### src/rtl/seg7_pkg.sv
// Shared constants and helpers for the seven-segment display controller:
// blank code, hex-to-segment decode table and a counter width helper.
package seg7_pkg;

    // Active-low pattern with every segment off.
    localparam logic [6:0] SEG_BLANK = 7'h7F;

    // Active-low segment pattern for one hex nibble (bit0=a ... bit6=g).
    function automatic logic [6:0] hex_to_seg(input logic [3:0] nib);
        logic [6:0] seg;
        case (nib)
            4'h0: seg = 7'h40;
            4'h1: seg = 7'h79;
            4'h2: seg = 7'h24;
            4'h3: seg = 7'h30;
            4'h4: seg = 7'h19;
            4'h5: seg = 7'h12;
            4'h6: seg = 7'h02;
            4'h7: seg = 7'h78;
            4'h8: seg = 7'h00;
            4'h9: seg = 7'h10;
            4'hA: seg = 7'h08;
            4'hB: seg = 7'h03;
            4'hC: seg = 7'h46;
            4'hD: seg = 7'h21;
            4'hE: seg = 7'h06;
            default: seg = 7'h0E;
        endcase
        return seg;
    endfunction

    // Bits needed to hold the values 0..n-1; never less than one bit.
    function automatic int clog2_w(input int n);
        return (n <= 2) ? 1 : $clog2(n);
    endfunction

endpackage

### src/rtl/seg7_hex_decode.sv
// Combinational nibble-to-segment decoder with a blank override.
module seg7_hex_decode
    import seg7_pkg::*;
(
    input  logic [3:0] iNIB,
    input  logic       iBLANK,
    output logic [6:0] oSEG
);

    // Blank wins over the decoded pattern.
    always_comb begin
        oSEG = iBLANK ? SEG_BLANK : hex_to_seg(iNIB);
    end

endmodule

### src/rtl/seg7_display_ctrl.sv
// Hex display controller: shadow-registered digits driving both a static
// per-digit segment bus and a time-multiplexed scan bus with dead time,
// plus leading-zero blanking and per-digit blink.
module seg7_display_ctrl
    import seg7_pkg::*;
#(
    parameter int NUM_DIGITS = 8,
    parameter int SCAN_DIV   = 50000,
    parameter int BLINK_DIV  = 12500000
)
(
    input  logic                    iCLK,
    input  logic                    iRST_N,
    input  logic                    iLOAD,
    input  logic [4*NUM_DIGITS-1:0] iDIG,
    input  logic                    iLZB,
    input  logic [NUM_DIGITS-1:0]   iBLINK_MASK,
    output logic [7*NUM_DIGITS-1:0] oSEG,
    output logic [6:0]              oSCAN_SEG,
    output logic [NUM_DIGITS-1:0]   oSCAN_AN,
    output logic                    oLOADED
);

    localparam int IDX_W   = clog2_w(NUM_DIGITS);
    localparam int SCAN_W  = clog2_w(SCAN_DIV);
    localparam int BLINK_W = clog2_w(BLINK_DIV);

    // Shadow copy of the last load.
    logic [4*NUM_DIGITS-1:0] dig_q, dig_d;
    logic                    lzb_q, lzb_d;
    logic [NUM_DIGITS-1:0]   mask_q, mask_d;
    logic                    loaded_q, loaded_d;

    // Scan and blink timing.
    logic [IDX_W-1:0]        scan_idx_q, scan_idx_d;
    logic [SCAN_W-1:0]       scan_cnt_q, scan_cnt_d;
    logic [BLINK_W-1:0]      blink_cnt_q, blink_cnt_d;
    logic                    blink_phase_q, blink_phase_d;
    logic                    scan_wrap;
    logic                    blink_wrap;

    // Registered outputs.
    logic [7*NUM_DIGITS-1:0] seg_q, seg_d;
    logic [6:0]              scan_seg_q, scan_seg_d;
    logic [NUM_DIGITS-1:0]   scan_an_q, scan_an_d;

    // Per-digit blanking and post-blank segment values.
    logic [NUM_DIGITS-1:0]   lz_blank;
    logic [NUM_DIGITS-1:0]   digit_blank;
    logic [6:0]              digit_seg [NUM_DIGITS];

    // Shadow capture; a held strobe simply recaptures each cycle.
    always_comb begin
        dig_d    = dig_q;
        lzb_d    = lzb_q;
        mask_d   = mask_q;
        loaded_d = loaded_q;
        if (iLOAD) begin
            dig_d    = iDIG;
            lzb_d    = iLZB;
            mask_d   = iBLINK_MASK;
            loaded_d = 1'b1;
        end
    end

    // Free-running scan and blink prescalers.
    always_comb begin
        scan_wrap  = (scan_cnt_q == SCAN_W'(SCAN_DIV - 1));
        blink_wrap = (blink_cnt_q == BLINK_W'(BLINK_DIV - 1));

        scan_cnt_d = scan_wrap ? '0 : scan_cnt_q + SCAN_W'(1);
        scan_idx_d = scan_idx_q;
        if (scan_wrap) begin
            if (scan_idx_q == IDX_W'(NUM_DIGITS - 1)) begin
                scan_idx_d = '0;
            end else begin
                scan_idx_d = scan_idx_q + IDX_W'(1);
            end
        end

        blink_cnt_d   = blink_wrap ? '0 : blink_cnt_q + BLINK_W'(1);
        blink_phase_d = blink_wrap ? ~blink_phase_q : blink_phase_q;
    end

    // Leading-zero run from the top digit down; digit 0 always shows.
    always_comb begin
        logic zero_run;
        lz_blank = '0;
        zero_run = 1'b1;
        for (int k = NUM_DIGITS - 1; k >= 1; k--) begin
            zero_run    = zero_run & (dig_q[4*k +: 4] == 4'h0);
            lz_blank[k] = lzb_q & zero_run;
        end
    end

    // Blank precedence: not loaded, then leading zero, then blink.
    always_comb begin
        for (int k = 0; k < NUM_DIGITS; k++) begin
            digit_blank[k] = ~loaded_q | lz_blank[k] | (~blink_phase_q & mask_q[k]);
        end
    end

    genvar gi;
    generate
        for (gi = 0; gi < NUM_DIGITS; gi++) begin : g_dec
            seg7_hex_decode u_dec (
                .iNIB   (dig_q[4*gi +: 4]),
                .iBLANK (digit_blank[gi]),
                .oSEG   (digit_seg[gi])
            );
        end
    endgenerate

    // Output staging; the scan bus follows the prescaler state it enters,
    // so slot cycle 0 is always a dark dead-time cycle.
    always_comb begin
        seg_d = '0;
        for (int k = 0; k < NUM_DIGITS; k++) begin
            seg_d[7*k +: 7] = digit_seg[k];
        end
        scan_seg_d = SEG_BLANK;
        scan_an_d  = '1;
        if (loaded_q && (scan_cnt_d != '0)) begin
            scan_an_d[scan_idx_d] = 1'b0;
            scan_seg_d            = digit_seg[scan_idx_d];
        end
    end

    // All state and output registers.
    always_ff @(posedge iCLK or negedge iRST_N) begin
        if (!iRST_N) begin
            dig_q         <= '0;
            lzb_q         <= 1'b0;
            mask_q        <= '0;
            loaded_q      <= 1'b0;
            scan_idx_q    <= '0;
            scan_cnt_q    <= '0;
            blink_cnt_q   <= '0;
            blink_phase_q <= 1'b1;
            seg_q         <= {NUM_DIGITS{SEG_BLANK}};
            scan_seg_q    <= SEG_BLANK;
            scan_an_q     <= '1;
        end else begin
            dig_q         <= dig_d;
            lzb_q         <= lzb_d;
            mask_q        <= mask_d;
            loaded_q      <= loaded_d;
            scan_idx_q    <= scan_idx_d;
            scan_cnt_q    <= scan_cnt_d;
            blink_cnt_q   <= blink_cnt_d;
            blink_phase_q <= blink_phase_d;
            seg_q         <= seg_d;
            scan_seg_q    <= scan_seg_d;
            scan_an_q     <= scan_an_d;
        end
    end

    assign oSEG      = seg_q;
    assign oSCAN_SEG = scan_seg_q;
    assign oSCAN_AN  = scan_an_q;
    assign oLOADED   = loaded_q;

endmodule

### config.mk
export PLATFORM = sky130hd
export DESIGN_NAME = seg7_display_ctrl
export DESIGN_NICKNAME = d
export VERILOG_FILES = /design/src/rtl/seg7_pkg.sv /design/src/rtl/seg7_hex_decode.sv /design/src/rtl/seg7_display_ctrl.sv
export SDC_FILE = /design/constraint.sdc
export NUM_CORES = 1
export LEC_CHECK = 0
export CAP_MARGIN = 20
export CORE_MARGIN = 10
export CORE_UTILIZATION = 50
export DETAILED_ROUTE_END_ITERATION = 12
export GPL_TIMING_DRIVEN = 0
export PLACE_DENSITY = 0.88
export SYNTH_ARGS = -nofsm -noshare
export SYNTH_HDL_FRONTEND = slang
export SYNTH_SLANG_ARGS = --single-unit
### constraint.sdc
create_clock -name iCLK -period 2.2 [get_ports iCLK]
set_input_delay 0.33 -clock iCLK [delete_from_list [all_inputs] [get_ports iCLK]]
set_output_delay 0.33 -clock iCLK [all_outputs]
set_load 0.01 [all_outputs]
==> Word level (Yosys, flattened, before mapping) <==
Memory sizes are Yosys's and may differ from the RTL's.
Cells that the tools add are included.
W data, S select, Z words.
{ "word_totals": {"romBits": 896, "mem_bits_rw": 0, "word_cells": 97, "input_bits": 44, "n_memories": 8, "latch_bits": 0, "register_bits": 157} }
{ "memory_table": {"columns": ["memory", "depth", "word_bits", "rd", "rd_clocked_by_memory_dff", "write_ports", "line", "rtl"], "rows": [
  ["(name not given)", 16, 7, 1, 0, 0, "seg7_pkg.sv:11", "case (nib)"],
  ["(name not given)", 16, 7, 1, 0, 0, "seg7_pkg.sv:11", null],
  ["(name not given)", 16, 7, 1, 0, 0, "seg7_pkg.sv:11", null],
  ["(name not given)", 16, 7, 1, 0, 0, "seg7_pkg.sv:11", null],
  ["(name not given)", 16, 7, 1, 0, 0, "seg7_pkg.sv:11", null],
  ["(name not given)", 16, 7, 1, 0, 0, "seg7_pkg.sv:11", null],
  ["+2 memories", null, null, null, null, null, null, null]
]} }
{ "op_classes": {"addsub": 3, "reduce_logical": 10, "n_bitwise": 40, "n_lt_le_gt_ge": 3, "shift": 0, "mul": 0, "eq_ne": 3, "div": 0, "mux": 19} }
{ "ops": {"columns": ["op", "n"], "rows": [
  ["$mux W7", 11],
  ["$logic_not A4 Y1", 7],
  ["$add A24 B1 Y24 const B", 1],
  ["$eq A24 B24 Y1 const B", 1],
  ["$mux W24", 1],
  ["$and A1 B1 Y1", 21],
  ["$bmux W7 S3", 1],
  ["$add A16 B1 Y16 const B", 1],
  ["$eq A16 B16 Y1 const B", 1],
  ["$mux W16", 1],
  ["$reduce_bool A16 Y1", 1],
  ["$or A1 B1 Y1", 15],
  ["$mux W8", 1],
  ["$not A8 Y8", 1],
  ["$mux W3", 2],
  ["$ge A4 B4 Y1 const B", 1],
  ["$lt A3 B4 Y1 const B", 1],
  ["$not A3 Y4", 1],
  ["$add A3 B1 Y3 const B", 1],
  ["$demux W1 S3", 1],
  ["$eq A3 B3 Y1 const B", 1],
  ["$ge A3 B1 Y1 const B", 1],
  ["$logic_and A1 B1 Y1", 2],
  ["$not A1 Y1", 2],
  ["$mux W1", 1]
]} }

==> Depth between registers and ports, before layout <==
Gate-level depths: netlist (run 1).
{ "depth": {"word_depth": 15, "ltp_mapped": 10, "ltp_nobuf": 9} }

==> By module <==
A second synthesis (run 1) with hierarchy kept.
{ "unflattened": {"cells_unflattened": 771, "area_unflattened_um2": 8812.2} }
{ "modules_own_cells": {"columns": ["module", "seq_area_each_um2", "area_per_inst_um2", "n_inst", "cells_each"], "rows": [
  ["seg7_display_ctrl", 4018.9, 6423.7, 1, 491],
  ["seg7_hex_decode at g_dec[0].u_dec ...", 0.0, 299.0, 7, 35],
  ["seg7_hex_decode at g_dec[1].u_dec", 0.0, 295.3, 1, 35]
]} }

==> Worst setup path after synthesis (run 1) <==
No wires, ideal clock.
{ "synth_timing": {"path_type": "flip-flop to flip-flop", "startpoint": "reg scan_cnt_q[0]", "endpoint": "reg scan_seg_q[3], in the netlist oSCAN_SEG[3]", "arrival_ns": 2.216, "synth_period_minus_slack_ns": 2.281, "slack_ns": -0.081, "stages_incl_launch_ff": 9, "path_cell_list": "dfrtp_1 -> ha_1 -> and3_1 -> buf_2 -> nand4_4 -> a2111o_1 -> o41a_4 -> buf_6 -> nand4_2"} }
{ "synth_via": {"elab_chain_len": 7} }
{ "synth_lines": {"columns": ["item", "line", "rtl"], "rows": [
  ["start, declared", "seg7_display_ctrl.sv:36", "logic [SCAN_W-1:0] scan_cnt_q, scan_cnt_d;"],
  ["start signal, assigned", "seg7_display_ctrl.sv:149", "scan_cnt_q <= scan_cnt_d;"],
  ["parallel branches: the longest is 6 deep, another holds $add A16 B1 Y16", null, null],
  ["$mux W7 *", "seg7_display_ctrl.sv:123", "if (loaded_q && (scan_cnt_d != '0)) begin"],
  ["via scan_seg_d[3]", "seg7_display_ctrl.sv:44", "logic [6:0] scan_seg_q, scan_seg_d;"],
  ["end signal, assigned", "seg7_display_ctrl.sv:153", "scan_seg_q <= scan_seg_d;"],
  ["end, declared", "seg7_display_ctrl.sv:44", null]
]} }
Mark *: on every way through the listed nets, which the timed path passes. The select of a mux whose other input is x is not followed.
A chain may end at the register's enable or synchronous reset.

==> Final worst setup path (run 1) <==
{ "layout_timing": {"startpoint": "reg scan_idx_q[0]", "endpoint": "reg scan_seg_q[6], in the netlist oSCAN_SEG[6]"} }
{ "layout_via": {"elab_chain_len": 8} }
{ "layout_lines": {"columns": ["item", "line", "rtl"], "rows": [
  ["start, declared", "seg7_display_ctrl.sv:35", "logic [IDX_W-1:0] scan_idx_q, scan_idx_d;"],
  ["start signal, assigned", "seg7_display_ctrl.sv:148", "scan_idx_q <= scan_idx_d;"],
  ["$add A3 B1 Y3 or $eq A3 B3 Y1 (tied branches)", "seg7_display_ctrl.sv:77, seg7_display_ctrl.sv:74", null],
  ["$mux W3", "seg7_display_ctrl.sv:74", "if (scan_idx_q == IDX_W'(NUM_DIGITS - 1)) begin"],
  ["$mux W3 *", "seg7_display_ctrl.sv:73", "if (scan_wrap) begin"],
  ["$not A3 Y4 (implied by the code) *", "seg7_display_ctrl.sv:125", "scan_seg_d = digit_seg[scan_idx_d];"],
  ["$bmux W7 S3 *", "seg7_display_ctrl.sv:125", null],
  ["$mux W7 (implied by the code) * (2 in series)", "seg7_display_ctrl.sv:125", null],
  ["$mux W7 *", "seg7_display_ctrl.sv:123", null],
  ["via scan_seg_d[6]", "seg7_display_ctrl.sv:44", null]
]} }
The timed path passes the listed nets; every way through them passes the cells marked *. The select of a mux whose other input is x is not followed.

==> impl_metrics.toml, run 1 <==
[synthesis]
synth_compound_area_share_pct = 15.6
synth_seq_area_share_pct = 47.6
synth_flop_cell = "dfrtp_1"
ys_warn_count = 0
yosys_register_bits = 157
synth_cell_type_count = 75
synth_top_family_by_area = "simple AND/OR/NAND/NOR gates"
syn-mean-instance-area_um2 = 10.1
syn_area_um2 = 8440
synth.top_cells.by_area = "dfrtp_1, dfstp_2, ha_1"
async_flop_share_pct = 100
synth_adder_area_share_pct = 6.82
yosys.area_share.simple_pct = 18.9
synth_xor_xnor_area_share_pct = 4.05
synth.top_cell.area_share_pct = 25.2
synth_edf_count = 0
synth_top_area_cell = "dfrtp_1"
syn_inst = 837
synth_nets = 927
synthMuxAreaShare_pct = 3.50

[detailed_routing]
drc_errors = 0
drt-initial-drc-count = 753
finalWirelength_mm = 24.9
dr_total_vias = 7359
wire_per_inst_um = 19.5
final_antenna_net_count = 0
vias_per_cell = 5.78
first_pass_iters = 5

[power_and_ir_drop]
ir_drop_mv = 0.572
intPower_mw = 5.60
power.leakage_nw = 4.85
clkPwrFrac_pct = 35.8
swShare_pct = 29.0
powerDensity_nw_per_um2 = 689
switchingPower_mw = 2.29
design_power_total_mw = 7.90
pwr-share-seq_pct = 42.9
comb_power_share_pct = 21.3

[critical_path]
cp.arrival_ns = 2.79
slowest_stage = "clkbuf_1"
rr_startpoint = "scan_idx_q[0]"
reg2reg_slack_ns = -0.30
required_ns = 2.49
crit_chain = "clkbuf_1, inv_1, nand3_2, o31ai_4, a222oi_1, nand4_1"
rr_endpoint = "oSCAN_SEG[6]"
reg2reg_depth = 6
worstSetupPathType = "flip-flop to flip-flop"
end_kind = "flip-flop"
critical_path.startpoint_type = "flip-flop"
critPathMaxFanout = 10
slowest_delay_ns = 0.59

[timing]
tns_ns = -3.05
post-route-period-util_pct = 114
rsz0062_at_grt = "yes"
maxSlewViolCount = 0
setup_violations = 15
slew_headroom_pct = 47.7
tightest_slew_ns = 0.775
whs_ns = 0.320
layout_setup_ws_ns = -0.301
period_needed_ns = 2.50
skew_ns = 0.00858
hold_viol_final = 0
max_freq_ghz = 0.400

[clocking]
cts_root_buffer = "clkbuf_16"
htreeDepth = 4
clkLatencyLatePin_ns = 0.43
clk_pin_slew_ns = 0.07
cts_buffer_depth = 2
tritoncts = "yes"
cts_sinks = 157
cts_buffers = 17

[layout]
final_common_cell = "clkdlybuf4s50_1"
multiInputGateArea_um2 = 4510
final_cell_mix = "clkdlybuf4s50_1, nand2_1, dfrtp_1"
layout.nets = 1130
stdcell_count = 1273
seq_area_um2 = 4030
final_util_pct = 69.1
insertedDiodeCount = 0
area_delta_synth_final_pct = 35.8
drive_gt1_share_pct = 27.8
nFillCells = 1126

[global_routing]
grt_pass1_wl_mm = 37.9
grtUsageTotal_pct = 21.4
grt_overflow = 0
grt_max_degree = 101
antenna_found_initial = 0
grt_pass1_vias = 7037

[placement]
place.gp.congestion = 1.00
post-place-cells = 1172
io_buffers = 114
hpwl_mm = 16.9

[floorplanning]
start_util_pct = 50.9
fp.dieH_um = 150
die-area_um2 = 22500
rows = 47
pin_count = 116
die_width_um = 150
core_um2 = 16600

[min_path]
min_path_type = "primary input to flip-flop"
min_path_cells = 3
hp-start = "iLOAD"
hold-path-endpoint = "dig_q[1]"

[job]
maxCapViolCount = 0

[outcome]
violations = "setup timing"
status = "complete, but fails checks"
[per-layer routing]
layer  share of wire (%)  global-route usage (%)
met1                  39                    26.5
met2                  49                    34.5
met3                 8.2                    5.74
met4                 3.7                    9.52
met5                   0                       0
[cell type report]
class,count,area share [%]
Sequential cell,157,35.1
Buffer,37,1.71
Clock buffer,17,3.71
Timing Repair Buffer,184,15.3
Tap cell,220,2.40
Multi-Input combinational cell,605,39.3
Clock inverter,15,1.20
Inverter,38,1.24
[power groups by stage]
stage | sequential [mW] | clock [mW] | combinational (mW)
after floorplan | 3.51 | 0 | 0.660
after global placement | 3.43 | 0 | 1.50
after detailed placement | 3.44 | 0 | 1.53
after CTS | 3.38 | 2.86 | 1.64
after global routing | 3.41 | 2.99 | 1.81
final | 3.38 | 2.83 | 1.68
[logic make-up (layout without fill, tap and decap cells)]
logic type | Yosys count | in the layout
DFF | 157 | 157
adders and majority gates | 46 | 46
and+or+nand+nor | 306 | 306
buffers and inverters | 75 | 291
AOI/OAI and AO/OA | 187 | 187
muxes | 27 | 27
xor gates and xnor gates | 39 | 39
[flip-flops by register name (all words and copies together), names as in the netlist]
| name | flops |
|---|---|
| oSEG | 56 |
| mask_q | 8 |
| blink_cnt_q | 24 |
| oLOADED | 1 |
| oSCAN_SEG | 7 |
| oSCAN_AN | 8 |
| dig_q | 32 |
| lzb_q | 1 |
| scan_cnt_q | 16 |
| blink_phase_q | 1 |
| scan_idx_q | 3 |
[what timing repair did]
item,in CTS,in global routing
pin swaps,29,28
hold endpoints to repair,32,0
gates resized for setup,64,41
hold buffers,1,0
setup buffers,48,20
gates cloned,0,1
endpoints found under the setup margin,33,28
[worst max-delay path by stage]
| stage | from | end |
|---|---|---|
| after detailed placement | dig_q[28] | oSCAN_SEG[0] |
| final | scan_idx_q[0] | oSCAN_SEG[6] |
| after CTS | scan_cnt_q[5] | oSCAN_SEG[3] |
| after floorplan | dig_q[28] | oSCAN_SEG[5] |
| after global routing | scan_cnt_q[5] | oSCAN_SEG[0] |
| after global placement | iRST_N | scan_cnt_q[1] |
[cell usage after synthesis (all sizes together) (10+ instances only)]
library cell  number
dfrtp             85
dfstp             72
mux2              20
a211oi            13
nand2            107
nor2              60
nand3             40
xor2              21
nand2b            13
o21a              11
o211ai            37
nand4             13
inv               38
nor2b             13
clkbuf            29
xnor2             18
nor3              11
ha                46
a21oi             30
o21ai             48
a222oi            10
[per-stage QoR]
step | area [µm²] | worst slack [ns]
2_1_floorplan | 8470 | 0.00178
3_3_place_gp | 9880 | -5.68
3_5_place_dp | 9910 | -0.639
4_1_cts | 11100 | -0.181
5_1_grt | 11500 | -0.342
6_report | 11500 | -0.301
[worst max-delay path, delay by kind of cell, from the launching register on]
kind	cells	cell delay, ns
DFF	1	0.43
buffers and inverters	2	0.91
and+or+nand+nor	2	0.43
AOI/OAI and AO/OA	2	0.60
(Power assumes the default switching activity.)
==> run 2: changes to the inputs <==
- CELL_PAD_IN_SITES_DETAIL_PLACEMENT: not set -> 0
- CELL_PAD_IN_SITES_GLOBAL_PLACEMENT: not set -> 1
- CORE_UTILIZATION: 50 -> 45
- DONT_BUFFER_PORTS: not set -> 1
- PLACE_DENSITY: 0.88 -> 0.87
==> run 2 against run 1 <==
The run ends with hold timing, setup timing left. Final area decreased by 8.0%. Total power decreased by 4.3%. Critical path depth increased by 2. Clock-buffer cell count increased by 1. Core utilization decreased by 12 points. Register-to-register slack improved by 0.07 ns. First-iteration DRC count decreased by 46%. Global-route usage decreased by 2.0 points. Sequential cell count unchanged. Setup slack improved by 0.068 ns. Final cell count decreased by 6.3%. Clock skew increased by 0.0011 ns.
==> impl_metrics.toml, run 2 (synthesized netlist as in run 1, its figures left out) <==
[floorplanning]
pin_count = 116
fp.dieH_um = 157
rows = 50
core_um2 = 18600
start_util_pct = 45.4
die_width_um = 157
die-area_um2 = 24600

[timing]
whs_ns = -0.409
max_freq_ghz = 0.411
tightest_slew_ns = 0.870
post-route-period-util_pct = 111
hold_viol_final = 157
layout_setup_ws_ns = -0.232
maxSlewViolCount = 0
setup_violations = 15
rsz0062_at_grt = "yes"
slew_headroom_pct = 41.3
skew_ns = 0.00968
period_needed_ns = 2.43

[critical_path]
reg2reg_depth = 8
crit_end = "oSCAN_SEG[3]"
crit_chain = "nor4b_4, nand4_4, clkbuf_8, nand3_1, o31ai_4, buf_6, a222oi_1, nand4_2"
cp.buffers_inverters = 2
critPathLaunch = "scan_cnt_q[4]"
slowest_stage = "dfrtp_2"
critPathMaxFanout = 7
cp.arrival_ns = 2.75
slowest_delay_ns = 0.44
crit_family = "simple AND/OR/NAND/NOR gates"
rr_startpoint = "scan_cnt_q[4]"
end_kind = "flip-flop"
reg2reg_slack_ns = -0.23
rr_endpoint = "oSCAN_SEG[3]"
cp.depth = 8
worstSetupPathType = "flip-flop to flip-flop"
critical_path.startpoint_type = "flip-flop"
required_ns = 2.51

[clocking]
clk_pin_slew_ns = 0.06
tritoncts = "yes"
cts_root_buffer = "clkbuf_16"
htreeDepth = 4
cts_buffers = 17
clkLatencyLatePin_ns = 0.44
cts_buffer_depth = 2
cts_sinks = 157

[power_and_ir_drop]
design_power_total_mw = 7.56
powerDensity_nw_per_um2 = 717
power.leakage_nw = 4.47
ir_drop_mv = 0.601

[placement]
detailed_place.area_um2 = 8760
place.gp.congestion = 0.917
io_buffers = 0
dp_slack_ns = -0.672
hpwl_mm = 16.3

[min_path]
min_path_type = "primary input to async pin"

[layout]
layout.nets = 1036
fin_area_um2 = 10500
final_cell_mix = "nand2_1, buf_4, dfrtp_1, dfstp_2, nor2_1"
largest_reg_flops = 56
final_common_cell = "nand2_1"
area_delta_synth_final_pct = 24.9
drive_gt1_share_pct = 35.3
insertedDiodeCount = 0

[global_routing]
grt_overflow = 0
grt_max_degree = 158
grt_pass1_wl_mm = 37.0
antenna_found_initial = 1
grtUsageTotal_pct = 19.4
grt_pass1_vias = 6665

[detailed_routing]
drt-initial-drc-count = 407
wire_per_inst_um = 20.4
dr_total_vias = 6802
drc_errors = 0
first_pass_iters = 5
final_antenna_net_count = 0
finalWirelength_mm = 24.3
vias_per_cell = 5.70

[outcome]
status = "complete, but fails checks"
violations = "hold timing, setup timing"

[job]
maxCapViolCount = 0
[run 2: cell count changes in the layout (fill, tap and decap cells not counted), sizes merged]
cell           previous run  this run
buf                      79       101
clkbuf                   45        44
clkdlybuf4s50           113         0
clkinv                    5         4
clkinvlp                  2         4
dlygate4sd3               1         0
inv                      45        43
[run 2: worst min-delay path by stage]
stage               depth (start not counted)              to   start
floorplan                                   0  blink_cnt_q[0]  iRST_N
global placement                            0       dig_q[25]  iRST_N
detailed placement                          0       dig_q[24]  iRST_N
CTS                                         0        dig_q[8]  iRST_N
global route                                0       dig_q[24]  iRST_N
finish                                      0       dig_q[25]  iRST_N
[run 2: worst register-to-register path, delay by kind of cell (launching register included)]
kind / cells / cell delay, ns
DFF: 1 / 0.44
AOI/OAI and AO/OA: 2 / 0.49
and+or+nand+nor: 4 / 1.03
buffers and inverters: 2 / 0.36
[run 2: final cells by class]
| class | instances | area, µm² |
|---|---|---|
| Sequential cell | 157 | 4040 |
| Tap cell | 234 | 293 |
| Clock buffer | 18 | 429 |
| Inverter | 38 | 153 |
| Multi-Input combinational cell | 605 | 4570 |
| Clock inverter | 14 | 133 |
| Fill cell | 1484 | 8030 |
| Buffer | 33 | 169 |
| Timing Repair Buffer | 94 | 763 |
[run 2: power breakdown]
part	total, mW	switching (mW)	internal [mW]
Clock	2.85	1.27	1.58
Sequential	3.55	0.277	3.28
Combinational	1.16	0.672	0.487
[run 2: layer usage]
| layer | GRT usage [%] | wire length (µm) |
|---|---|---|
| met3 | 6.50 | 1920 |
| met1 | 23.6 | 10000 |
| met2 | 31.2 | 11700 |
| met5 | 0 | 18 |
| met4 | 7.42 | 659 |
[run 2: repair_timing]
item,CTS,global route
gates cloned,1,0
setup endpoints to repair,38,29
hold endpoints to repair,157,157
pin swaps,44,45
setup buffers,63,30
resized for setup,80,58
[run 2: metrics by stage]
step           TNS, ns  utilization (%)  instances
4_1_cts          -1.83             54.4       1165
3_3_place_gp     -7.96             47.2       1071
5_1_grt          -2.45             56.8       1193
2_1_floorplan        0                -        837
6_report         -1.40             56.8       1193
3_5_place_dp     -8.15             47.2       1071
